==> src/rtl/sys_array_ctrl_if.sv <==
// ============================================================================
// sys_array_ctrl_if : host/DMA and array-side bundle for sys_array_ctrl
// Revision 1.0 - initial release
// ============================================================================
`default_nettype none

interface sys_array_ctrl_if #(
  parameter int DATA_WIDTH = 8,
  parameter int ARRAY_N    = 4,
  parameter int CNT_W      = 8
);
  logic                            start;
  logic [CNT_W-1:0]                num_vec;
  logic                            busy;
  logic                            done;
  logic                            in_valid;
  logic                            in_ready;
  logic [ARRAY_N*DATA_WIDTH-1:0]   in_data;
  logic                            arr_weights_load;
  logic [ARRAY_N*DATA_WIDTH-1:0]   arr_input_data;
  logic [ARRAY_N*2*DATA_WIDTH-1:0] arr_output_data;
  logic                            out_valid;
  logic [ARRAY_N*2*DATA_WIDTH-1:0] out_data;
  logic [31:0]                     perf_busy_cycles;
  logic [31:0]                     perf_stall_cycles;

  modport slave (
    input  start, num_vec, in_valid, in_data, arr_output_data,
    output busy, done, in_ready, arr_weights_load, arr_input_data,
           out_valid, out_data, perf_busy_cycles, perf_stall_cycles
  );

  modport master (
    output start, num_vec, in_valid, in_data, arr_output_data,
    input  busy, done, in_ready, arr_weights_load, arr_input_data,
           out_valid, out_data, perf_busy_cycles, perf_stall_cycles
  );
endinterface

`default_nettype wire

==> src/rtl/sys_array_ctrl.sv <==
// ============================================================================
// sys_array_ctrl : job sequencer, input skew and output deskew for the
// weight-stationary systolic array. Optional counters: SYS_ARRAY_CTRL_PERF_EN
// Revision 1.0 - initial release
// ============================================================================
`default_nettype none

module sys_array_ctrl #(
  parameter int DATA_WIDTH = 8,
  parameter int ARRAY_N    = 4,
  parameter int ARRAY_LAT  = 4,
  parameter int WLOAD_CYC  = 1,
  parameter int CNT_W      = 8
) (
  input  wire logic         clk,
  input  wire logic         reset_n,
  sys_array_ctrl_if.slave   bus
);

  localparam int DW   = DATA_WIDTH;
  localparam int RW   = 2 * DATA_WIDTH;
  localparam int VLEN = ARRAY_LAT + ARRAY_N;
  localparam logic [3:0] C_WL_LAST = 4'(WLOAD_CYC - 1);

  typedef enum logic [2:0] {
    S_IDLE   = 3'd0,
    S_WLOAD  = 3'd1,
    S_STREAM = 3'd2,
    S_DRAIN  = 3'd3,
    S_DONE   = 3'd4
  } state_t;

  state_t           state_q;
  logic [CNT_W-1:0] num_q;
  logic [CNT_W-1:0] acc_q;
  logic [3:0]       wcnt_q;
  logic             busy_q;
  logic             done_q;
  logic             in_ready_q;
  logic             wl_q;
  logic [VLEN-1:0]  v_q;
  logic             out_valid_q;

  logic             w_accept;
  logic [CNT_W-1:0] w_acc_nxt;

  assign w_accept  = bus.in_valid & in_ready_q;
  assign w_acc_nxt = acc_q + 1'b1;

  always_ff @(posedge clk or negedge reset_n) begin
    if (!reset_n) begin
      state_q    <= S_IDLE;
      num_q      <= '0;
      acc_q      <= '0;
      wcnt_q     <= '0;
      busy_q     <= 1'b0;
      done_q     <= 1'b0;
      in_ready_q <= 1'b0;
      wl_q       <= 1'b0;
    end else begin
      done_q <= 1'b0;
      case (state_q)
        S_IDLE: begin
          if (bus.start) begin
            num_q  <= bus.num_vec;
            acc_q  <= '0;
            busy_q <= 1'b1;
            if (bus.num_vec == '0) begin
              state_q <= S_DONE;
              done_q  <= 1'b1;
            end else begin
              state_q <= S_WLOAD;
              wl_q    <= 1'b1;
              wcnt_q  <= '0;
            end
          end
        end
        S_WLOAD: begin
          if (wcnt_q == C_WL_LAST) begin
            wl_q       <= 1'b0;
            in_ready_q <= 1'b1;
            state_q    <= S_STREAM;
          end else begin
            wcnt_q <= wcnt_q + 1'b1;
          end
        end
        S_STREAM: begin
          if (w_accept) begin
            acc_q <= w_acc_nxt;
            if (w_acc_nxt == num_q) begin
              in_ready_q <= 1'b0;
              state_q    <= S_DRAIN;
            end
          end
        end
        S_DRAIN: begin
          // Empty pipe means the final token sits in out_valid this cycle
          if (v_q == '0) begin
            state_q <= S_DONE;
            done_q  <= 1'b1;
          end
        end
        S_DONE: begin
          busy_q  <= 1'b0;
          state_q <= S_IDLE;
        end
        default: state_q <= S_IDLE;
      endcase
    end
  end

  always_ff @(posedge clk or negedge reset_n) begin
    if (!reset_n) begin
      v_q         <= '0;
      out_valid_q <= 1'b0;
    end else begin
      v_q         <= {v_q[VLEN-2:0], w_accept};
      out_valid_q <= v_q[VLEN-1];
    end
  end

  // Lane k: entry register plus k further stages; bubbles inject zero
  for (genvar k = 0; k < ARRAY_N; k++) begin : g_skew
    logic [DW-1:0] sk_q [k+1];
    always_ff @(posedge clk or negedge reset_n) begin
      if (!reset_n) begin
        for (int j = 0; j <= k; j++) sk_q[j] <= '0;
      end else begin
        sk_q[0] <= w_accept ? bus.in_data[k*DW +: DW] : '0;
        for (int j = 1; j <= k; j++) sk_q[j] <= sk_q[j-1];
      end
    end
    assign bus.arr_input_data[k*DW +: DW] = sk_q[k];
  end

  // Lane k: (ARRAY_N-1-k) alignment stages, the last stage is the output register
  for (genvar k = 0; k < ARRAY_N; k++) begin : g_deskew
    localparam int D = ARRAY_N - k;
    logic [RW-1:0] dk_q [D];
    always_ff @(posedge clk or negedge reset_n) begin
      if (!reset_n) begin
        for (int j = 0; j < D; j++) dk_q[j] <= '0;
      end else begin
        dk_q[0] <= bus.arr_output_data[k*RW +: RW];
        for (int j = 1; j < D; j++) dk_q[j] <= dk_q[j-1];
      end
    end
    assign bus.out_data[k*RW +: RW] = dk_q[D-1];
  end

  assign bus.busy             = busy_q;
  assign bus.done             = done_q;
  assign bus.in_ready         = in_ready_q;
  assign bus.arr_weights_load = wl_q;
  assign bus.out_valid        = out_valid_q;

`ifdef SYS_ARRAY_CTRL_PERF_EN
  logic [31:0] pbusy_q;
  logic [31:0] pstall_q;

  always_ff @(posedge clk or negedge reset_n) begin
    if (!reset_n) begin
      pbusy_q  <= '0;
      pstall_q <= '0;
    end else if (state_q == S_IDLE && bus.start) begin
      pbusy_q  <= '0;
      pstall_q <= '0;
    end else begin
      if (busy_q && !(&pbusy_q))
        pbusy_q <= pbusy_q + 1'b1;
      if (state_q == S_STREAM && in_ready_q && !bus.in_valid && !(&pstall_q))
        pstall_q <= pstall_q + 1'b1;
    end
  end

  assign bus.perf_busy_cycles  = pbusy_q;
  assign bus.perf_stall_cycles = pstall_q;
`else
  assign bus.perf_busy_cycles  = '0;
  assign bus.perf_stall_cycles = '0;
`endif

endmodule

`default_nettype wire

==> src/flat_wrapper.sv <==
// flat-port wrapper written by rule: the top's interface ports become plain ports
module sys_array_ctrl_flat 
#(
  parameter int DATA_WIDTH = 8,
  parameter int ARRAY_N    = 4,
  parameter int ARRAY_LAT  = 4,
  parameter int WLOAD_CYC  = 1,
  parameter int CNT_W      = 8
)
  (clk, reset_n, bus_start, bus_num_vec, bus_in_valid, bus_in_data, bus_arr_output_data, bus_busy, bus_done, bus_in_ready, bus_arr_weights_load, bus_arr_input_data, bus_out_valid, bus_out_data, bus_perf_busy_cycles, bus_perf_stall_cycles);
  sys_array_ctrl_if #(.DATA_WIDTH(DATA_WIDTH), .ARRAY_N(ARRAY_N), .CNT_W(CNT_W)) bus_i ();
  input  wire logic clk;
  input  wire logic reset_n;
  input wire logic [$bits(bus_i.start)-1:0] bus_start;
  input wire logic [$bits(bus_i.num_vec)-1:0] bus_num_vec;
  input wire logic [$bits(bus_i.in_valid)-1:0] bus_in_valid;
  input wire logic [$bits(bus_i.in_data)-1:0] bus_in_data;
  input wire logic [$bits(bus_i.arr_output_data)-1:0] bus_arr_output_data;
  output wire logic [$bits(bus_i.busy)-1:0] bus_busy;
  output wire logic [$bits(bus_i.done)-1:0] bus_done;
  output wire logic [$bits(bus_i.in_ready)-1:0] bus_in_ready;
  output wire logic [$bits(bus_i.arr_weights_load)-1:0] bus_arr_weights_load;
  output wire logic [$bits(bus_i.arr_input_data)-1:0] bus_arr_input_data;
  output wire logic [$bits(bus_i.out_valid)-1:0] bus_out_valid;
  output wire logic [$bits(bus_i.out_data)-1:0] bus_out_data;
  output wire logic [$bits(bus_i.perf_busy_cycles)-1:0] bus_perf_busy_cycles;
  output wire logic [$bits(bus_i.perf_stall_cycles)-1:0] bus_perf_stall_cycles;
  assign bus_i.start = bus_start;
  assign bus_i.num_vec = bus_num_vec;
  assign bus_i.in_valid = bus_in_valid;
  assign bus_i.in_data = bus_in_data;
  assign bus_i.arr_output_data = bus_arr_output_data;
  assign bus_busy = bus_i.busy;
  assign bus_done = bus_i.done;
  assign bus_in_ready = bus_i.in_ready;
  assign bus_arr_weights_load = bus_i.arr_weights_load;
  assign bus_arr_input_data = bus_i.arr_input_data;
  assign bus_out_valid = bus_i.out_valid;
  assign bus_out_data = bus_i.out_data;
  assign bus_perf_busy_cycles = bus_i.perf_busy_cycles;
  assign bus_perf_stall_cycles = bus_i.perf_stall_cycles;
  sys_array_ctrl #(.DATA_WIDTH(DATA_WIDTH), .ARRAY_N(ARRAY_N), .ARRAY_LAT(ARRAY_LAT), .WLOAD_CYC(WLOAD_CYC), .CNT_W(CNT_W)) u_core (.clk(clk), .reset_n(reset_n), .bus(bus_i));
endmodule
==> config.mk <==
export PLATFORM = sky130hd
export DESIGN_NAME = sys_array_ctrl_flat
export DESIGN_NICKNAME = d
export VERILOG_FILES = /design/src/rtl/sys_array_ctrl_if.sv /design/src/rtl/sys_array_ctrl.sv /design/src/flat_wrapper.sv
export SDC_FILE = /design/constraint.sdc
export NUM_CORES = 1
export LEC_CHECK = 0
export CORE_MARGIN = 3
export CORE_UTILIZATION = 46
export CTS_CLUSTER_SIZE = 30
export DETAILED_ROUTE_END_ITERATION = 10
export HOLD_SLACK_MARGIN = 0.03
export PLACE_DENSITY = 0.8
export SLEW_MARGIN = 0
export SYNTH_ARGS = -nofsm -noshare
export SYNTH_HDL_FRONTEND = slang
export SYNTH_SLANG_ARGS = --single-unit
==> constraint.sdc <==
create_clock -name clk -period 2.2 [get_ports clk]
set_input_delay 0.33 -clock clk [delete_from_list [all_inputs] [get_ports clk]]
set_output_delay 0.33 -clock clk [all_outputs]
set_load 0.05 [all_outputs]
==> run_results.csv <==
group,metric,value,unit
run_status,status,"complete, no violations",
sta,setup_viol,0,
critical_path,crit_path_max_fanout,3,
global_routing,grt_use_met2,25.2,%
yosys,ys_seq_area_share,76.4,%
yosys,synthCells,586,
detailed_routing,routed_wl,15.5,mm
detailed_routing,drc,0,
die,coreArea,0.0190,mm2
die,die_h,146,um
detailed_routing,ant_nets,0,
detailed_routing,detail_route.iter0.violations,128,
global_routing,grt_max_degree,83,
pwr,p_per_area,1080,mW/mm2
yosys,ys.flop_type,"dfrtp_1",
die,rows,50,
sta,finalCritPeriodShare,92.8,%
yosys,synth_edf_count,0,
critical_path,critPathKind,"reg -> out",
critical_path,cpMaxStageDelayCell,"clkdlybuf4s50_1",
die,pin_count,273,
global_routing,grt_util_all_layers,14.4,%
clock_tree,post_cts_buffers,0,
detailed_routing,via_per_inst,4.33,
sta,fin_crit,2.04,ns
clock_tree,clock-root-buffer,"clkbuf_16",
clock_tree,cts_inserted_buffers,27,
yosys,netlist_area,0.00904,mm2
sta,clock.fmax,490,MHz
critical_path,crit_chain,"clkdlybuf4s50_1",
die,floorplan.die_area,0.0214,mm2
job,cap_violations,0,
yosys,synth-warning-count,0,
critical_path,cp_num_buf_inv,1,
critical_path,crit_path_end_kind,"output port",
detailed_routing,drtPass1Iterations,4,
sta,tightest_slew,0.609,ns
sta,fin_skew,0.00900,ns
finish,diodes,0,
finish,stdcell_count,1032,
detailed_routing,vias,4470,
global_routing,grt.overflow.total,0,
yosys,ys_types,49,
global_routing,grt_pass1_wl,24.8,mm
sta,rsz0062_at_grt,"no",
global_routing,antenna_found_initial,3,
clock_tree,clk-insertion-delay-late,0.52,ns
global_routing,grtUsageMet1,17.9,%
clock_tree,clock_path_buffers,3,
clock_tree,cts_tree,"built",
pwr,power_leakage,5.32,nW
sta,worst_slack,0.159,ns
die,dieWidth,146,um
critical_path,arrival,1.71,ns
sta,max-slew-margin-rel,59.4,%
yosys,yosys_register_bits,276,
critical_path,crit_path_max_incr_delay,0.82,ns
sta,hold_viol,0,
place,hpwlAfterDp,10.8,mm
detailed_routing,wl_per_cell,15.0,um
place,gp_congestion,0.822,
global_routing,grt-busiest-layer,"met2",
critical_path,worstPathRequired,1.87,ns
yosys,avgSynthCellArea,15.4,um2
finish,nets,862,
clock_tree,cts_resized,0,
pwr,total_power,12.6,mW
yosys,async_flop_share,100,%
place,dp_cells,981,
clock_tree,cts.htree.levels,1,
place,io_buffers,208,
place,pre_cts_ws,0.231,ns
sta,setup_total_negative_slack,0,ns
worst_hold_path,hold_class,"in -> reg",
clock_tree,clk_pin_slew_worst_paths,0.06,ns
die,initial_utilization,47.6,%
finish,areaGrowthSynthToFinish,29.2,%
critical_path,path_delay_family,"buffers and inverters",
clock_tree,clock-sinks,276,
pwr,ir_drop,0.720,mV
global_routing,met3_usage,3.76,%
sta,drv_slew,0,
sta,holdWs,0.247,ns
global_routing,grt_pass1_vias,4625,
critical_path,start_kind,"flop",
finish,layout-drive-gt1-share,9.33,%
[flip-flops by register name (all words and copies together) (netlist names), 4 cells and up]
name                       flops
u_core.num_q                   8
u_core.bus.arr_input_data     24
u_core.bus.out_data           48
u_core.v_q                     8
u_core.acc_q                   8
u_core.g_skew.sk_q            56
u_core.wcnt_q                  4
u_core.g_deskew.dk_q         112
[cell type report]
class                      instances  area (um2)
inverter                           4        15.0
multi-input combinational        221        1290
timing repair buffer             221        2230
tap                              260         325
clock inverter                     9         126
clock buffer                      41         788
sequential                       276        6910
fill                            1430        7330
[placed cells by master (no fill, tap or decap), types with 2 or more instances in the layout]
master	Yosys	layout
clkinv_2	0	4
or4_1	6	6
bufinv_16	0	3
clkbuf_16	0	27
nand3_1	7	7
conb_1	1	64
and3_1	32	32
o21ai_0	12	12
buf_12	0	4
ha_1	3	3
mux2_2	8	8
inv_1	4	4
o31ai_1	4	4
clkbuf_8	0	6
xor2_1	6	6
dfrtp_1	276	276
nor2_1	14	14
a21oi_1	4	4
nand2b_1	3	3
clkdlybuf4s50_1	0	206
or3b_2	2	2
o21ai_1	4	4
clkbuf_1	7	8
nor2b_1	3	3
a31oi_1	2	2
nand2_1	16	16
xnor2_1	4	4
nand4_1	2	2
buf_4	136	9
nand3b_1	2	2
[logic make-up (layout without fill, tap and decap cells)]
kind of cell | count (synthesis) | in the layout | synth area share (%)
other cells | 1 | 64 | 0.0415
mux | 9 | 9 | 1.11
xor+xnor | 10 | 10 | 0.968
fa+ha+maj | 3 | 3 | 0.415
flops | 276 | 276 | 76.4
buf+inv | 152 | 275 | 12.0
simple gates | 98 | 98 | 6.36
compound gates | 37 | 37 | 2.73
[cells in the mapped netlist (all sizes together) (2+ instances only)]
master	count	area, um2
nand2	16	60.1
dfrtp	276	6910
o31ai	4	30.0
buf	141	1040
mux2	8	90.1
nand2b	3	18.8
nor4	2	18.8
xor2	6	52.6
and3	32	200
or3b	2	17.5
o2111ai	2	23.8
nor3	2	21.3
nor2b	3	18.8
ha	3	37.5
or4	6	45.0
a31oi	2	12.5
nand3	8	45.0
xnor2	4	35.0
inv	4	15.0
a21oi	4	20.0
nand3b	2	15.0
nor2	14	52.6
o21ai	16	80.1
nand4	2	12.5
clkbuf	7	26.3
[per-stage QoR]
step           utilization (%)  cell area, um2
6_report                  61.4           11700
3_5_place_dp              56.6           10800
2_1_floorplan                -            9280
5_1_grt                   61.4           11700
3_3_place_gp              56.6           10800
4_1_cts                   61.4           11700
[report_power, final]
group,switching [mW],leakage (nW),total [mW],internal [mW]
Sequential,0.324,3.34,5.85,5.53
Combinational,1.34,1.54,2.17,0.826
Clock,1.79,0.448,4.61,2.82
[timing repair]
action                                 in CTS  in global routing
setup endpoints to repair                   0                  0
endpoints found under the hold margin      75                  0
hold buffers                                1                  0
[layer usage]
layer / wire length, um / part of all wire, %
met2: 8190 / 53
met4: 384 / 2.5
met3: 964 / 6.2
met1: 5920 / 38
met5: 44 / 0.28
[worst paths after layout]
| kind | startpoint | end | slack (ns) | cells after the start |
|---|---|---|---|---|
| max in group asynchronous | reset_n | u_core.g_deskew[0].dk_q[42] | 1.10 | 3 |
| min in group asynchronous | reset_n | u_core.bus.arr_input_data[29] | 0.40 | 2 |
| setup reg to reg | u_core.wcnt_q[0] | u_core.state_q[0] | 0.38 | 7 |
| hold / removal | bus_arr_output_data[33] | u_core.g_deskew[2].dk_q[17] | 0.25 | 1 |
| setup / recovery | u_core.bus.arr_weights_load | bus_arr_weights_load | 0.16 | 1 |
| hold reg to reg | u_core.g_deskew[0].dk_q[51] | u_core.g_deskew[0].dk_q[35] | 0.34 | 0 |
Note: power is estimated with default switching activity, not from simulation.
